<file path="src/rtl/saturate_clamp_pkg.sv">
// Shared width defaults and the clamp function for saturate_clamp.
// Used by the top; the optional statistics build is selected with SATURATE_STATS_EN.
package sat_pkg;

    localparam int IN_W_DEF  = 10;
    localparam int OUT_W_DEF = 8;
    localparam int CNT_W_DEF = 16;

    typedef struct packed {
        logic [15:0] data;
        logic        ovf;
        logic        udf;
    } clamp_t;

    // Operates on a sign-extended 32-bit view so any IN_W <= 32 / OUT_W <= 16 pair can share it.
    function automatic clamp_t sat_clamp(input logic signed [31:0] v, input int unsigned out_w);
        clamp_t r;
        int     max_v;
        r     = '0;
        max_v = (1 << out_w) - 1;
        if (v < 0) begin
            r.udf = 1'b1;
        end else if (v > max_v) begin
            r.ovf  = 1'b1;
            r.data = 16'(max_v);
        end else begin
            r.data = v[15:0];
        end
        return r;
    endfunction

endpackage

</file>
<file path="src/rtl/saturate_clamp_if.sv">
// Sample bus for saturate_clamp: input sample plus combinational and registered results.
interface saturate_clamp_if #(
    parameter int IN_W  = 10,
    parameter int OUT_W = 8
);
    logic                    in_valid;
    logic signed [IN_W-1:0]  in_data;
    logic [OUT_W-1:0]        sat_comb;
    logic                    out_valid;
    logic [OUT_W-1:0]        out_data;
    logic                    out_ovf;
    logic                    out_udf;

    modport master (
        output in_valid, in_data,
        input  sat_comb, out_valid, out_data, out_ovf, out_udf
    );

    modport slave (
        input  in_valid, in_data,
        output sat_comb, out_valid, out_data, out_ovf, out_udf
    );
endinterface

</file>
<file path="src/rtl/saturate_clamp_counter.sv">
// Saturating up-counter with synchronous clear; clear beats a same-cycle increment.
module sat_counter #(
    parameter int CNT_W = 16
) (
    input  logic             clk,
    input  logic             rst,
    input  logic             clr,
    input  logic             inc,
    output logic [CNT_W-1:0] cnt
);
    logic [CNT_W-1:0] cnt_q, cnt_d;

    always_comb begin
        cnt_d = cnt_q;
        if (inc && (cnt_q != {CNT_W{1'b1}}))
            cnt_d = cnt_q + 1'b1;
    end

    always_ff @(posedge clk) begin
        if (rst || clr)
            cnt_q <= '0;
        else
            cnt_q <= cnt_d;
    end

    assign cnt = cnt_q;
endmodule

</file>
<file path="src/rtl/saturate_clamp.sv">
// Clamp a signed sample to [0, 2^OUT_W-1], combinationally and through a 1-cycle valid pipe.
// Define SATURATE_STATS_EN to add saturating overflow/underflow event counters.
module saturate_clamp
    import sat_pkg::*;
#(
    parameter int IN_W  = IN_W_DEF,
    parameter int OUT_W = OUT_W_DEF,
    parameter int CNT_W = CNT_W_DEF
) (
    input  logic              clk,
    input  logic              rst,
    saturate_clamp_if.slave   bus
`ifdef SATURATE_STATS_EN
    ,
    input  logic              clr_stats,
    output logic [CNT_W-1:0]  ovf_cnt,
    output logic [CNT_W-1:0]  udf_cnt
`endif
);
    clamp_t           cl;
    logic [15:0]      unused_data;
    logic             valid_q, ovf_q, udf_q;
    logic             ovf_d, udf_d;
    logic [OUT_W-1:0] data_q, data_d;

    assign cl          = sat_clamp(32'(bus.in_data), OUT_W);
    assign unused_data = cl.data;
    assign bus.sat_comb = cl.data[OUT_W-1:0];

    // Flags are per-sample pulses; data holds across idle cycles.
    always_comb begin
        data_d = data_q;
        ovf_d  = 1'b0;
        udf_d  = 1'b0;
        if (bus.in_valid) begin
            data_d = cl.data[OUT_W-1:0];
            ovf_d  = cl.ovf;
            udf_d  = cl.udf;
        end
    end

    always_ff @(posedge clk) begin
        if (rst) begin
            valid_q <= 1'b0;
            data_q  <= '0;
            ovf_q   <= 1'b0;
            udf_q   <= 1'b0;
        end else begin
            valid_q <= bus.in_valid;
            data_q  <= data_d;
            ovf_q   <= ovf_d;
            udf_q   <= udf_d;
        end
    end

    assign bus.out_valid = valid_q;
    assign bus.out_data  = data_q;
    assign bus.out_ovf   = ovf_q;
    assign bus.out_udf   = udf_q;

`ifdef SATURATE_STATS_EN
    sat_counter #(.CNT_W(CNT_W)) u_ovf_cnt (
        .clk (clk),
        .rst (rst),
        .clr (clr_stats),
        .inc (bus.in_valid && cl.ovf),
        .cnt (ovf_cnt)
    );

    sat_counter #(.CNT_W(CNT_W)) u_udf_cnt (
        .clk (clk),
        .rst (rst),
        .clr (clr_stats),
        .inc (bus.in_valid && cl.udf),
        .cnt (udf_cnt)
    );
`endif
endmodule

</file>
<file path="src/flat_wrapper.sv">
// flat-port wrapper written by rule: the top's interface ports become plain ports
module saturate_clamp_flat import sat_pkg::*;
#(
    parameter int IN_W  = IN_W_DEF,
    parameter int OUT_W = OUT_W_DEF,
    parameter int CNT_W = CNT_W_DEF
)
  (clk, rst, bus_in_valid, bus_in_data, bus_sat_comb, bus_out_valid, bus_out_data, bus_out_ovf, bus_out_udf);
  saturate_clamp_if #(.IN_W(IN_W), .OUT_W(OUT_W)) bus_i ();
  input  logic clk;
  input  logic rst;
  input wire logic [$bits(bus_i.in_valid)-1:0] bus_in_valid;
  input wire logic [$bits(bus_i.in_data)-1:0] bus_in_data;
  output wire logic [$bits(bus_i.sat_comb)-1:0] bus_sat_comb;
  output wire logic [$bits(bus_i.out_valid)-1:0] bus_out_valid;
  output wire logic [$bits(bus_i.out_data)-1:0] bus_out_data;
  output wire logic [$bits(bus_i.out_ovf)-1:0] bus_out_ovf;
  output wire logic [$bits(bus_i.out_udf)-1:0] bus_out_udf;
  assign bus_i.in_valid = bus_in_valid;
  assign bus_i.in_data = bus_in_data;
  assign bus_sat_comb = bus_i.sat_comb;
  assign bus_out_valid = bus_i.out_valid;
  assign bus_out_data = bus_i.out_data;
  assign bus_out_ovf = bus_i.out_ovf;
  assign bus_out_udf = bus_i.out_udf;
  saturate_clamp #(.IN_W(IN_W), .OUT_W(OUT_W), .CNT_W(CNT_W)) u_core (.clk(clk), .rst(rst), .bus(bus_i));
endmodule
</file>
<file path="config.mk">
export PLATFORM = sky130hd
export DESIGN_NAME = saturate_clamp_flat
export DESIGN_NICKNAME = d
export VERILOG_FILES = /design/src/rtl/saturate_clamp_pkg.sv /design/src/rtl/saturate_clamp_if.sv /design/src/rtl/saturate_clamp_counter.sv /design/src/rtl/saturate_clamp.sv /design/src/flat_wrapper.sv
export SDC_FILE = /design/constraint.sdc
export NUM_CORES = 1
export LEC_CHECK = 0
export ABC_AREA = 1
export BUFFER_PORTS_ARGS = -buffer_cell sky130_fd_sc_hd__buf_4
export CAP_MARGIN = 20
export CORE_AREA = 2 2 39 41
export CTS_BUF_LIST = sky130_fd_sc_hd__clkbuf_4
export DETAILED_ROUTE_END_ITERATION = 7
export DIE_AREA = 0 0 41 43
export PLACE_DENSITY = 0.8
export SLEW_MARGIN = 30
export SYNTH_ARGS = -nofsm -noshare
export SYNTH_HDL_FRONTEND = slang
export SYNTH_HIERARCHICAL = 1
export SYNTH_SLANG_ARGS = --single-unit
</file>
<file path="constraint.sdc">
create_clock -name clk -period 0.8 [get_ports clk]
set_clock_uncertainty 0.15 [all_clocks]
set_input_delay 0.04 -clock clk [delete_from_list [all_inputs] [get_ports clk]]
set_output_delay 0.04 -clock clk [all_outputs]
set_load 0.02 [all_outputs]
</file>
# --- After elaboration in Yosys (flattened, before gate mapping) ---
# Index checks and enable logic that the tools add are counted.
totals:
  ff_bits: 11
  out_inout_bits: 19
  elab_cells: 13
classes:
  magnitude_cmp: 2
  muxes: 4
  bitwise_logic: 1
  n_reduce_logical: 2
op_table:
  columns: ["operator", "count"]
  rows:
  - ["10-bit by 9-bit > comparator with 1-bit output, second input constant", 1]
  - ["10-bit by 1-bit less-than comparator with 1-bit output, second input constant", 1]
  - ["9-bit 2-to-1 mux", 1]
  - ["8-bit 2-to-1 mux", 1]
  - ["3-bit OR reduction", 1]
  - ["1-bit 2-to-1 mux", 2]
  - ["2-bit OR reduction", 1]
  - ["1-bit NOT", 1]

# --- Logic depth before layout (Yosys ltp) ---
# Gate-level depths: netlist of run 1.
depth:
  depth_word: 3
  depth_mapped: 3
  ltp_nobuf: 3

# --- Worst setup path after synthesis of run 1 ---
# No wires, ideal clock.
synth_timing:
  path_kind: "register to register"
  startpoint: "register, netlist name u_core/bus.out_data[0]"
  endpoint: "register u_core.data_q[0], in the netlist u_core/bus.out_data[0]"
  setup_time_ns: 0.070
  arrival_time_ns: 0.610
  path_slack_ns: -0.030
  stages_incl_launch_ff: 3
  synth_period_minus_slack_ns: 0.830
  cell_sequence: "dfxtp_1 > o21ai_0 > a21oi_1"
synth_lines:
  columns: ["element", "line", "source"]
  rows:
  - ["end signal: assignment", "saturate_clamp.sv:50", "data_q <= data_d;"]
  - ["end: declaration", "saturate_clamp.sv:24", "logic [OUT_W-1:0] data_q, data_d;"]

# --- Worst setup path after layout of run 1 ---
layout_timing:
  startpoint: "register u_core.data_q[3], in the netlist u_core/bus.out_data[3]"
  endpoint: "output port bus_out_data[3]"
layout_lines:
  columns: ["element", "line", "source"]
  rows:
  - ["end: declaration", "flat_wrapper.sv:16", "output wire logic [$bits(bus_i.out_data)-1:0] bus_out_data;"]
# No word-level cell between the ends.

==> results by group, run 1 <==
Clock network
  – TritonCTS clock tree: built
  – Clk buf depth: 2
  – Worst-skew pair later-pin latency: 260 ps
  – H-tree levels: 1
  – Clock Root Buffer: clkbuf_4
  – Cts bufs inserted: 3
  – CTS Sinks: 11
  – Clock-pin slew on the worst setup and hold paths: around 70 ps

Detailed routing
  – DRC Markers: 0
  – Routed length per instance: ~12 um
  – Routed WL: 1200 um
  – Initial DRT Pass Iterations: 3
  – Final ANT Viol Nets: 0
  – Vias post-DR: ~480
  – Via/cell ratio: roughly 4.6
  – 1st-iter DRT viols: 3

GRT
  – Initial antenna violation count: 0
  – Busiest grt layer: met2
  – Grt met3 use: under 10%
  – Vias in the first global route: 410
  – First-pass GRT wire length: roughly 1700 um
  – Met2 Use GR: ~22%
  – Met1 Resource Use GR: 16.3%
  – GRT Residual Overflow: 0
  – Largest net degree at the start of global routing: 18
  – Gr usage total: between 10% and 20%

Place
  – DP Wirelength: around 860 um
  – IO buf count: 31
  – Dpl cells: a little under 100
  – Placed Area: approximately 690 um2
  – RePlAce Congestion: 0.714

Logic synthesis
  – Mapped Cells: a little over 50
  – Synthesis-stage register bit count: 11
  – Mapped Area: between 400 and 500 um2
  – Area leader, netlist: dfxtp_1
  – Sequential fraction of the synthesis area: approximately half
  – Area share of the largest cell type after synthesis: between 50% and 60%
  – Yosys Warn Count: 6
  – Ranking of synthesized cells by area: dfxtp_1 (51%), o21ai_1 (9.4%), a21oi_1 (8.2%), o21ai_0 (8.2%), inv_1 (7.9%)
  – Syn nets: between 60 and 70
  – Yosys cell types: 12
  – Avg Cell Area, Syn: 8.39 um2

Worst setup path
  – Arr. time, crit path: just over 700 ps
  – Startpoint Class: register
  – CP delay by family, top: flip-flops
  – Buffers & Inverters on Critical Path: 1
  – Crit-path max cell delay: around 340 ps
  – CP endpoint kind: primary output
  – CP Class: reg -> out
  – Slowest cell on crit path: dfxtp_2
  – CP max FO: 2
  – WP data required: approximately 610 ps
  – Worst-path cell chain: buf_6

Die
  – Area of the core: 1380 um2
  – Die Width: 41 um
  – Die area: 1760 um2
  – Initial Util: about 31%
  – FP Rows: 14
  – Num ports: 32
  – Die Ht: 43 um

STA
  – Final critical-path required period: about 900 ps
  – Final hold slack: -98.7 ps
  – Least-Margin Pin Slew: ~190 ps
  – Slew Limit Headroom: about 88%
  – Final hold vios: 11
  – Period utilization: 113%
  – Setup ws final: -107 ps
  – Fmax: about 1100 MHz
  – RSZ-0062 raised after global routing: true
  – Max-slew violations: 0
  – Endpoints failing setup: 12

Cells and area
  – Layout Utilization: 59.1%
  – Most frequent cells in the layout: buf_4 (22), buf_6 (12), dfxtp_2 (11)
  – ANT cells: 0
  – Nets: a little over 100
  – Layout area overhead: 91.2%
  – Leading cell type in the layout, fill and taps excluded: buf_4
  – Design area: between 800 and 900 um2
  – Post-route non-filler standard cell count: 104
  – Fillers: approximately 120
  – Layout cells sized above 1: between 70% and 80%

Power and ir drop
  – Cell Pwr Density: 1660 nW/um2
  – Worst-case vdd ir drop: roughly 0.87 mV
  – P_leak: around 0.00042 uW

Job
  – Max-cap violation count: 0

Hold path
  – Worst hold-check path type: in -> reg

Run status
  – Status: finished with violations
  – Failing checks: negative hold slack, negative setup slack
==> synthesized netlist by cell type <==
cell type / n
a21oi_2: 1
buf_6: 1
inv_2: 2
a21oi_1: 7
o21ai_1: 8
nand2_1: 1
o21ai_0: 7
nor2_2: 2
inv_1: 9
dfxtp_1: 11
nand2_4: 1
o21ai_2: 1
==> worst paths after layout <==
kind / startpoint / to / slack [ps] / depth (start not counted)
max: u_core/bus.out_data[3] / bus_out_data[3] / -110 / 1
min: bus_in_data[2] / u_core/bus.out_data[2] / -100 / 3
max reg2reg: u_core/bus.out_data[3] / u_core/bus.out_data[3] / -40 / 3
min reg2reg: u_core/bus.out_data[1] / u_core/bus.out_data[1] / 360 / 2
==> flip-flops by register name, indices dropped and copies added, names as in the netlist <==
| register | cells |
|---|---|
| u_core/bus.out_data | 8 |
| u_core/bus.out_udf | 1 |
| u_core/bus.out_ovf | 1 |
| u_core/bus.out_valid | 1 |
==> worst register-to-register path, stage by stage (launching register included) <==
cell and delay, ps:
dfxtp_2 330, buf_6 110, o21ai_2 110, a21oi_2 40
==> per-layer routing <==
metal	vias up	share of wire [%]
met5	-	0
met4	0	0
met3	0	9.0
met2	20	51
met1	213	40
li1	243	-
==> what timing repair did <==
item / in CTS / in global routing
buffers inserted: 1 / 0
resized for setup: 16 / 15
setup endpoints to repair: 12 / 27
pin swaps: 1 / 1
endpoints found under the hold margin: 11 / 11
==> kinds of logic after synthesis <==
| group | count (synthesis) | synth area share (%) |
|---|---|---|
| AOI/OAI and AO/OA | 24 | 29.8 |
| buffers and inverters | 12 | 12.3 |
| DFF | 11 | 51.5 |
| and+or+nand+nor | 4 | 6.43 |
==> layout make-up <==
class / instances / area, um2 / area share [%]
Clock buffer: 3 / 22.5 / 2.75
Clock inverter: 1 / 5.00 / 0.612
Inverter: 11 / 43.8 / 5.35
Multi-Input combinational cell: 28 / 193 / 23.5
Sequential cell: 11 / 234 / 28.6
Tap cell: 16 / 20.0 / 2.45
Timing Repair Buffer: 34 / 300 / 36.7
==> stage by stage <==
stage / TNS, ps / setup WS [ps] / power, uW
after global routing: -1590 / -150 / 1440
after global placement: 0 / 29.6 / 932
after detailed placement: -9.80 / -9.80 / 937
final: -1110 / -107 / 1360
after CTS: -1190 / -115 / 1350
after floorplan: 0 / 11.1 / 773
==> power breakdown <==
part / total (uW) / switching (uW) / internal, uW
Sequential: 610 / 21.9 / 588
Combinational: 379 / 197 / 183
Clock: 368 / 184 / 184
(Power assumes the default switching activity.)
==> run 2, diff against run 1 <==
SYNTH_HIERARCHICAL = unset   (was 1)
==> run 2 against run 1 <==
The run still ends with negative hold slack, negative setup slack left. Setup slack got worse by 9.7 ps. Sequential share of layout area increased by 0.95 points. Die area unchanged. Core utilization decreased by 1.9 points. Combinational power decreased by 5%. Register-to-register slack about the same. Total power increased by 1.8%. Critical path depth unchanged. Final area decreased by 3.2%. Synthesized cell count unchanged. Area after synthesis increased by 1.2%. Clock power increased by 11%. Critical path type unchanged.
==> results by group, run 2 <==
Power and ir drop
  – Internal power: 988 uW (was 955 uW)
  – Comb power frac: 26.1% (was 28.0%)
  – Switching share of power: 28.5% (was 29.6%)
  – Cell Pwr Density: 1740 nW/um2 (was 1660 nW/um2)
  – Clk network pwr share: 29.6% (was 27.1%)
  – Share of power burned in registers: 44.3% (was 44.9%)
  – Worst-case vdd ir drop: 1.03 mV (was 0.865 mV)
  – P_leak: 0.000403 uW (was 0.000415 uW)
  – P_sw: 393 uW (was 402 uW)

Cells and area
  – Layout cells sized above 1: 68.6% (was 72.7%)
  – ANT cells: 0 (unchanged)
  – Nets: 100 (was 102)
  – Max FFs per register: 8 (unchanged)
  – Leading cell type in the layout, fill and taps excluded: buf_4 (unchanged)
  – Layout area overhead: 82.9% (was 91.2%)
  – Design area: 792 um2 (was 818 um2)
  – Most frequent cells in the layout: buf_4 (20), buf_6 (12), dfxtp_2 (11) (was buf_4 (22), buf_6 (12), dfxtp_2 (11))

Detailed routing
  – Routed WL: 1150 um (was 1200 um)
  – Routed length per instance: 11.3 um (was 11.6 um)
  – Via/cell ratio: 4.48 (was 4.58)
  – DRC Markers: 0 (unchanged)
  – Final ANT Viol Nets: 0 (unchanged)
  – 1st-iter DRT viols: 3 (unchanged)
  – Vias post-DR: 457 (was 476)
  – Initial DRT Pass Iterations: 2 (was 3)

STA
  – Final hold vios: 11 (unchanged)
  – Final critical-path required period: 916 ps (was 907 ps)
  – Final hold slack: -100 ps (was -98.7 ps)
  – Fmax: 1090 MHz (was 1100 MHz)
  – Endpoints failing setup: 12 (unchanged)
  – Max-slew violations: 0 (unchanged)
  – Slew Limit Headroom: 86.9% (was 87.6%)
  – Least-Margin Pin Slew: 196 ps (was 186 ps)
  – RSZ-0062 raised after global routing: true (unchanged)
  – Period utilization: 115% (was 113%)
  – Setup TNS: -1150 ps (was -1110 ps)
  – Setup ws final: -116 ps (was -107 ps)

Place
  – DP Wirelength: 821 um (was 865 um)
  – Placed Area: 684 um2 (was 694 um2)
  – DP Worst Slack: -78.9 ps (was -9.80 ps)
  – IO buf count: 31 (unchanged)
  – RePlAce Congestion: 0.645 (was 0.714)

Logic synthesis
  – Sequential fraction of the synthesis area: 50.9% (was 51.5%)
  – Most frequent cell after synthesis: o21ai_0 (was dfxtp_1)
  – Syn nets: 64 (unchanged)
  – Area share of the largest cell type after synthesis: 50.9% (was 51.5%)
  – Mapped Area: 433 um2 (was 428 um2)
  – Post-synth EDFFs: 0 (unchanged)
  – Post-synth ARST share: 0% (unchanged)
  – Mapped Cells: 51 (unchanged)
  – Yosys cell types: 12 (unchanged)
  – Ranking of synthesized cells by area: dfxtp_1 (51%), o21ai_0 (17%), a21oi_1 (8.1%), inv_1 (7.8%), nor2_2 (2.9%) (was dfxtp_1 (51%), o21ai_1 (9.4%), a21oi_1 (8.2%), o21ai_0 (8.2%), inv_1 (7.9%))
  – Ys flop type: dfxtp_1 (unchanged)
  – Synth top cells by count: o21ai_0 (15), dfxtp_1 (11), inv_1 (9) (was dfxtp_1 (11), inv_1 (9), o21ai_1 (8))
  – Avg Cell Area, Syn: 8.49 um2 (was 8.39 um2)
  – Area leader, netlist: dfxtp_1 (unchanged)
  – Yosys Warn Count: 0 (was 6)
  – Synthesis-stage register bit count: 11 (unchanged)

Job
  – Max-cap violation count: 0 (unchanged)

Worst setup path
  – Arr. time, crit path: 730 ps (was 720 ps)
  – CP endpoint kind: primary output (unchanged)
  – Worst-path cell chain: buf_6 (unchanged)
  – CP Class: reg -> out (unchanged)
  – Crit-path max cell delay: 350 ps (was 340 ps)
  – Buffers & Inverters on Critical Path: 1 (unchanged)
  – Slowest cell on crit path: dfxtp_2 (unchanged)
  – CP max FO: 2 (unchanged)
  – CP delay by family, top: flip-flops (unchanged)
  – WP data required: 610 ps (about the same)
  – Startpoint Class: register (unchanged)

GRT
  – Initial antenna violation count: 0 (unchanged)
  – Vias in the first global route: 418 (was 410)
  – GRT Residual Overflow: 0 (unchanged)
  – Gr usage total: 15.4% (was 13.7%)
  – First-pass GRT wire length: 1810 um (was 1660 um)
  – Largest net degree at the start of global routing: 18 (unchanged)

Clock network
  – Cts bufs inserted: 3 (unchanged)
  – Worst-skew pair later-pin latency: 260 ps (about the same)
  – Clock-pin slew on the worst setup and hold paths: 70 ps (about the same)
  – TritonCTS clock tree: built (unchanged)
  – CTS Sinks: 11 (unchanged)
  – Clk buf depth: 2 (unchanged)
  – Clock Root Buffer: clkbuf_4 (unchanged)
  – H-tree levels: 1 (unchanged)

Die
  – Die Ht: 43 um (unchanged)
  – Initial Util: 31.3% (was 30.9%)
  – FP Rows: 14 (unchanged)
  – Die Width: 41 um (unchanged)
  – Area of the core: 1380 um2 (unchanged)
  – Num ports: 32 (unchanged)
  – Die area: 1760 um2 (unchanged)

Run status
  – Status: finished with violations (unchanged)
  – Failing checks: negative hold slack, negative setup slack (unchanged)

Hold path
  – Worst hold-check path type: in -> reg (unchanged)
[run 2: cell types whose count changed in the layout (fill, tap and decap cells not counted), sizes merged]
| cell | before | now |
|---|---|---|
| buf | 34 | 32 |
| clkbuf | 3 | 4 |
| inv | 11 | 10 |
[run 2: path summary, 6_finish.rpt]
| check | depth (start not counted) | endpoint | startpoint | slack, ps |
|---|---|---|---|---|
| hold / removal | 3 | u_core.bus.out_udf | bus_in_data[9] | -100 |
| setup / recovery | 1 | bus_out_data[1] | u_core.bus.out_data[1] | -120 |
| setup reg to reg | 3 | u_core.bus.out_data[2] | u_core.bus.out_data[2] | -40 |
| hold reg to reg | 2 | u_core.bus.out_data[4] | u_core.bus.out_data[4] | 360 |
[run 2: cell families (layout without fill, tap and decap cells)]
| family | after synthesis | count (layout) | synth area share [%] |
|---|---|---|---|
| buffers and inverters | 12 | 47 | 13.3 |
| AND/OR/NAND/NOR | 4 | 4 | 6.36 |
| AO/OA/AOI/OAI | 24 | 24 | 29.5 |
| flip-flops | 11 | 11 | 50.9 |
[run 2: final cells by class]
| class | count | area [um2] |
|---|---|---|
| Clock buffer | 4 | 30.0 |
| Fill cell | 124 | 592 |
| Inverter | 11 | 48.8 |
| Multi-Input combinational cell | 28 | 174 |
| Sequential cell | 11 | 234 |
| Tap cell | 16 | 20.0 |
| Timing Repair Buffer | 32 | 285 |
[run 2: per-stage QoR]
| stage | power, uW | std cells | utilization (%) |
|---|---|---|---|
| 3_3_place_gp | 927 | 97 | 49.5 |
| 6_report | 1380 | 102 | 57.2 |
| 4_1_cts | 1370 | 102 | 55.7 |
| 3_5_place_dp | 932 | 97 | 49.5 |
| 2_1_floorplan | 776 | 51 | - |
| 5_1_grt | 1440 | 102 | 57.2 |
[run 2: power groups by stage]
| stage | Combinational (uW) | Sequential, uW | Clock, uW |
|---|---|---|---|
| after detailed placement | 316 | 616 | 0 |
| after floorplan | 119 | 657 | 0 |
| final | 361 | 611 | 409 |
| after CTS | 350 | 611 | 411 |
| after global routing | 390 | 614 | 438 |
| after global placement | 312 | 615 | 0 |
[run 2: routing by layer]
metal,routed length [um],vias to the layer above,GRT usage (%)
li1,-,236,-
met1,462,195,17.4
met2,581,24,24.4
met3,101,2,4.71
met4,8,0,8.00
met5,0,-,0
[run 2: what timing repair did]
item | in CTS | in global routing
endpoints found under the hold margin | 11 | 11
setup buffers | 1 | 0
pin swaps | 1 | 0
setup endpoints to repair | 18 | 24
resized for setup | 22 | 7
==> run 3, diff against run 2 <==
ABC_AREA = 0   (was 1)
CORE_AREA = unset   (was 2 2 39 41)
CORE_MARGIN = 2   (was unset)
CORE_UTILIZATION = 39   (was unset)
DIE_AREA = unset   (was 0 0 41 43)
PLACE_DENSITY = 0.87   (was 0.8)
==> run 3 against run 2 <==
The run still ends with negative hold slack, negative setup slack left. Hold slack improved by 64 ps. Register-to-register slack about the same. Via count rose by 8.3%. First-iteration DRC count shrank 67%. Area after synthesis grew 23%. Routed wire length grew 16%. Final area grew 15%. Maximum frequency up 0.61%. Sequential power decreased by 2%. Highest routed layer unchanged.
==> results by group, run 3 <==
Run status
  – Status: finished with violations (unchanged)
  – Failing checks: negative hold slack, negative setup slack (unchanged)

Worst setup path
  – Path depth of the worst reg2reg path: 3 (unchanged)
  – CP delay by family, top: flip-flops (unchanged)
  – Slowest cell on crit path: dfxtp_2 (unchanged)
  – R2R Path End: u_core.bus.out_data[7] (was u_core.bus.out_data[2])
  – Worst-path cell chain: buf_6 (unchanged)
  – Startpoint Class: register (unchanged)
  – Crit-path max cell delay: 350 ps (about the same)
  – WP data required: 610 ps (about the same)
  – Reg2reg setup slack: -50 ps (was -40 ps)
  – Arr. time, crit path: 720 ps (was 730 ps)
  – Reg2reg start: u_core.bus.out_data[7] (was u_core.bus.out_data[2])
  – Crit path from: u_core.bus.out_data[5] (was u_core.bus.out_data[1])
  – CP endpoint kind: primary output (unchanged)
  – Buffers & Inverters on Critical Path: 1 (unchanged)
  – CP max FO: 2 (unchanged)
  – CP Class: reg -> out (unchanged)

Logic synthesis
  – Mapped Cells: 53 (was 51)
  – Ranking of synthesized cells by area: dfxtp_1 (42%), o32ai_2 (21%), nor2_1 (12%), nand2b_1 (9.4%), buf_6 (4.2%) (was dfxtp_1 (51%), o21ai_0 (17%), a21oi_1 (8.1%), inv_1 (7.8%), nor2_2 (2.9%))
  – Post-synth ARST share: 0% (unchanged)
  – Area leader, netlist: dfxtp_1 (unchanged)
  – Synthesis-stage register bit count: 11 (unchanged)
  – Sequential fraction of the synthesis area: 41.5% (was 50.9%)
  – Simple-gate share of the synthesized area: 26.4% (was 6.36%)
  – Post-Synth XOR/XNOR Area: 0% (unchanged)
  – Synth Area in Compound Gates: 23.1% (was 29.5%)
  – Most frequent cell after synthesis: nor2_1 (was o21ai_0)
  – Synth top cells by count: nor2_1 (17), dfxtp_1 (11), nand2b_1 (8) (was o21ai_0 (15), dfxtp_1 (11), inv_1 (9))
  – Yosys cell types: 12 (unchanged)
  – Yosys Warn Count: 0 (unchanged)
  – Proportion of synthesized area in mux cells: 0% (unchanged)
  – Adder-cell share of the synthesized area: 0% (unchanged)
  – Post-synth EDFFs: 0 (unchanged)
  – Avg Cell Area, Syn: 10.0 um2 (was 8.49 um2)
  – Syn nets: 66 (was 64)
  – Ys flop type: dfxtp_1 (unchanged)
  – Mapped Area: 531 um2 (was 433 um2)
  – Largest family of logic cells by synthesized area: simple AND/OR/NAND/NOR gates (was compound AO/OA/AOI/OAI gates)
  – Area share of the largest cell type after synthesis: 41.5% (was 50.9%)

Cells and area
  – Fillers: 95 (was 124)
  – Most frequent cells in the layout: buf_4 (23), buf_6 (13), nor2_1 (12) (was buf_4 (20), buf_6 (12), dfxtp_2 (11))
  – Layout cells sized above 1: 78.4% (was 68.6%)
  – ANT cells: 0 (unchanged)
  – Max FFs per register: 8 (unchanged)
  – Leading cell type in the layout, fill and taps excluded: buf_4 (unchanged)
  – Post-route non-filler standard cell count: 103 (was 102)
  – Nets: 102 (was 100)
  – Layout area overhead: 72.4% (was 82.9%)

Power and ir drop
  – Total chip power: 1400 uW (was 1380 uW)
  – P_leak: 0.000418 uW (was 0.000403 uW)
  – Worst-case vdd ir drop: 1.06 mV (was 1.03 mV)
  – Cell Pwr Density: 1530 nW/um2 (was 1740 nW/um2)

STA
  – Fmax: 1100 MHz (was 1090 MHz)
  – Setup ws final: -111 ps (was -116 ps)
  – Least-Margin Pin Slew: 222 ps (was 196 ps)
  – Final hold slack: -36.3 ps (was -100 ps)
  – Final hold vios: 2 (was 11)
  – RSZ-0062 raised after global routing: true (unchanged)
  – Period utilization: 114% (was 115%)
  – Max-slew violations: 0 (unchanged)
  – Final critical-path required period: 911 ps (was 916 ps)
  – Slew Limit Headroom: 85.2% (was 86.9%)
  – Endpoints failing setup: 15 (was 12)

Clock network
  – Clock-pin slew on the worst setup and hold paths: 70 ps (about the same)
  – H-tree levels: 1 (unchanged)
  – Cts bufs inserted: 3 (unchanged)
  – Worst-skew pair later-pin latency: 260 ps (about the same)
  – Clk buf depth: 2 (unchanged)
  – TritonCTS clock tree: built (unchanged)
  – CTS Sinks: 11 (unchanged)
  – Clock Root Buffer: clkbuf_4 (unchanged)

Hold path
  – Worst hold-check path type: in -> reg (unchanged)
  – Hold endpoint: u_core.bus.out_ovf (was u_core.bus.out_udf)
  – Hold Path Depth: 2 (was 3)
  – Min-Delay Startpoint: bus_in_data[9] (unchanged)

Die
  – Area of the core: 1280 um2 (was 1380 um2)
  – Die area: 1670 um2 (was 1760 um2)
  – Die Width: 40.9 um (was 41 um)
  – FP Rows: 13 (was 14)
  – Num ports: 32 (unchanged)
  – Die Ht: 40.9 um (was 43 um)
  – Initial Util: 41.3% (was 31.3%)

GRT
  – Initial antenna violation count: 0 (unchanged)
  – GRT Residual Overflow: 0 (unchanged)
  – First-pass GRT wire length: 1770 um (was 1810 um)
  – Vias in the first global route: 422 (was 418)
  – Largest net degree at the start of global routing: 19 (was 18)
  – Gr usage total: 16.5% (was 15.4%)

Detailed routing
  – Routed length per instance: 13.0 um (was 11.3 um)
  – Via/cell ratio: 4.81 (was 4.48)
  – Routed WL: 1340 um (was 1150 um)
  – 1st-iter DRT viols: 1 (was 3)
  – DRC Markers: 0 (unchanged)
  – Final ANT Viol Nets: 0 (unchanged)
  – Vias post-DR: 495 (was 457)
  – Initial DRT Pass Iterations: 3 (was 2)

Place
  – Dpl cells: 95 (was 97)
  – RePlAce Congestion: 0.671 (was 0.645)
  – IO buf count: 31 (unchanged)
  – DP Wirelength: 916 um (was 821 um)

Job
  – Max-cap violation count: 0 (unchanged)
-- run 3: cell types whose count changed after synthesis, moves of 2 or more --
cell      before  now
nor2_1         0   17
o21ai_0       15    0
nand2b_1       0    8
a21oi_1        7    0
inv_1          9    2
o32ai_2        0    7
nor2_2         2    0
-- run 3: layout make-up --
cell class / instances / area [um2] / share of cell area [%]
repair buffers: 36 / 319 / 34.9
multi-input cells: 35 / 305 / 33.4
flip-flops and latches: 11 / 234 / 25.6
clock buffers: 4 / 30.0 / 3.28
well taps: 15 / 18.8 / 2.05
inverters: 2 / 7.51 / 0.821
-- run 3: stage by stage --
stage                     util, %  instance area [um2]  TNS [ps]  setup WS (ps)
after floorplan                 -                  553      -815          -65.0
after global placement       59.1                  759     -19.3          -16.6
after detailed placement     59.1                  759      -231          -61.5
after CTS                    67.9                  872     -1200           -103
after global routing         71.2                  915     -1420           -129
final                        71.2                  915     -1210           -111
-- run 3: worst register-to-register path, delay by kind of cell (launching register included) --
family	cells	cell delay, ps
AOI/OAI and AO/OA	1	60
buffers and inverters	1	130
DFF	1	330
and+or+nand+nor	1	60
-- run 3: kinds of logic after synthesis --
family                 count (synthesis)
AOI/OAI and AO/OA                      8
buffers and inverters                  7
DFF                                   11
and+or+nand+nor                       27
-- run 3: per-layer routing --
| layer | global-route usage (%) | routed length [um] |
|---|---|---|
| met5 | 0 | 0 |
| met1 | 18.5 | 568 |
| met2 | 29.3 | 662 |
| met4 | 7.50 | 8 |
| met3 | 3.26 | 99 |
-- run 3: power by group --
group / switching (uW) / total, uW / internal, uW / leakage (uW)
sequential: 18.5 / 599 / 581 / 0.0000946
combinational: 191 / 389 / 198 / 0.000305
clock: 183 / 409 / 226 / 0.0000184
-- run 3: how the worst max path moves through the flow --
| stage | to | slack (ps) | depth (start not counted) |
|---|---|---|---|
| floorplan | bus_sat_comb[0] | -60 | 3 |
| global placement | u_core.bus.out_data[2] | -20 | 3 |
| detailed placement | u_core.bus.out_data[2] | -60 | 3 |
| CTS | bus_out_data[2] | -100 | 1 |
| global route | bus_out_data[7] | -130 | 1 |
| finish | bus_out_data[5] | -110 | 1 |
-- run 3: what timing repair did --
action                                 CTS  global route
buffers inserted                         3             1
pin swaps                                1             3
endpoints found under the hold margin    2             2
resized for setup                       16             9
setup endpoints to repair               11            19
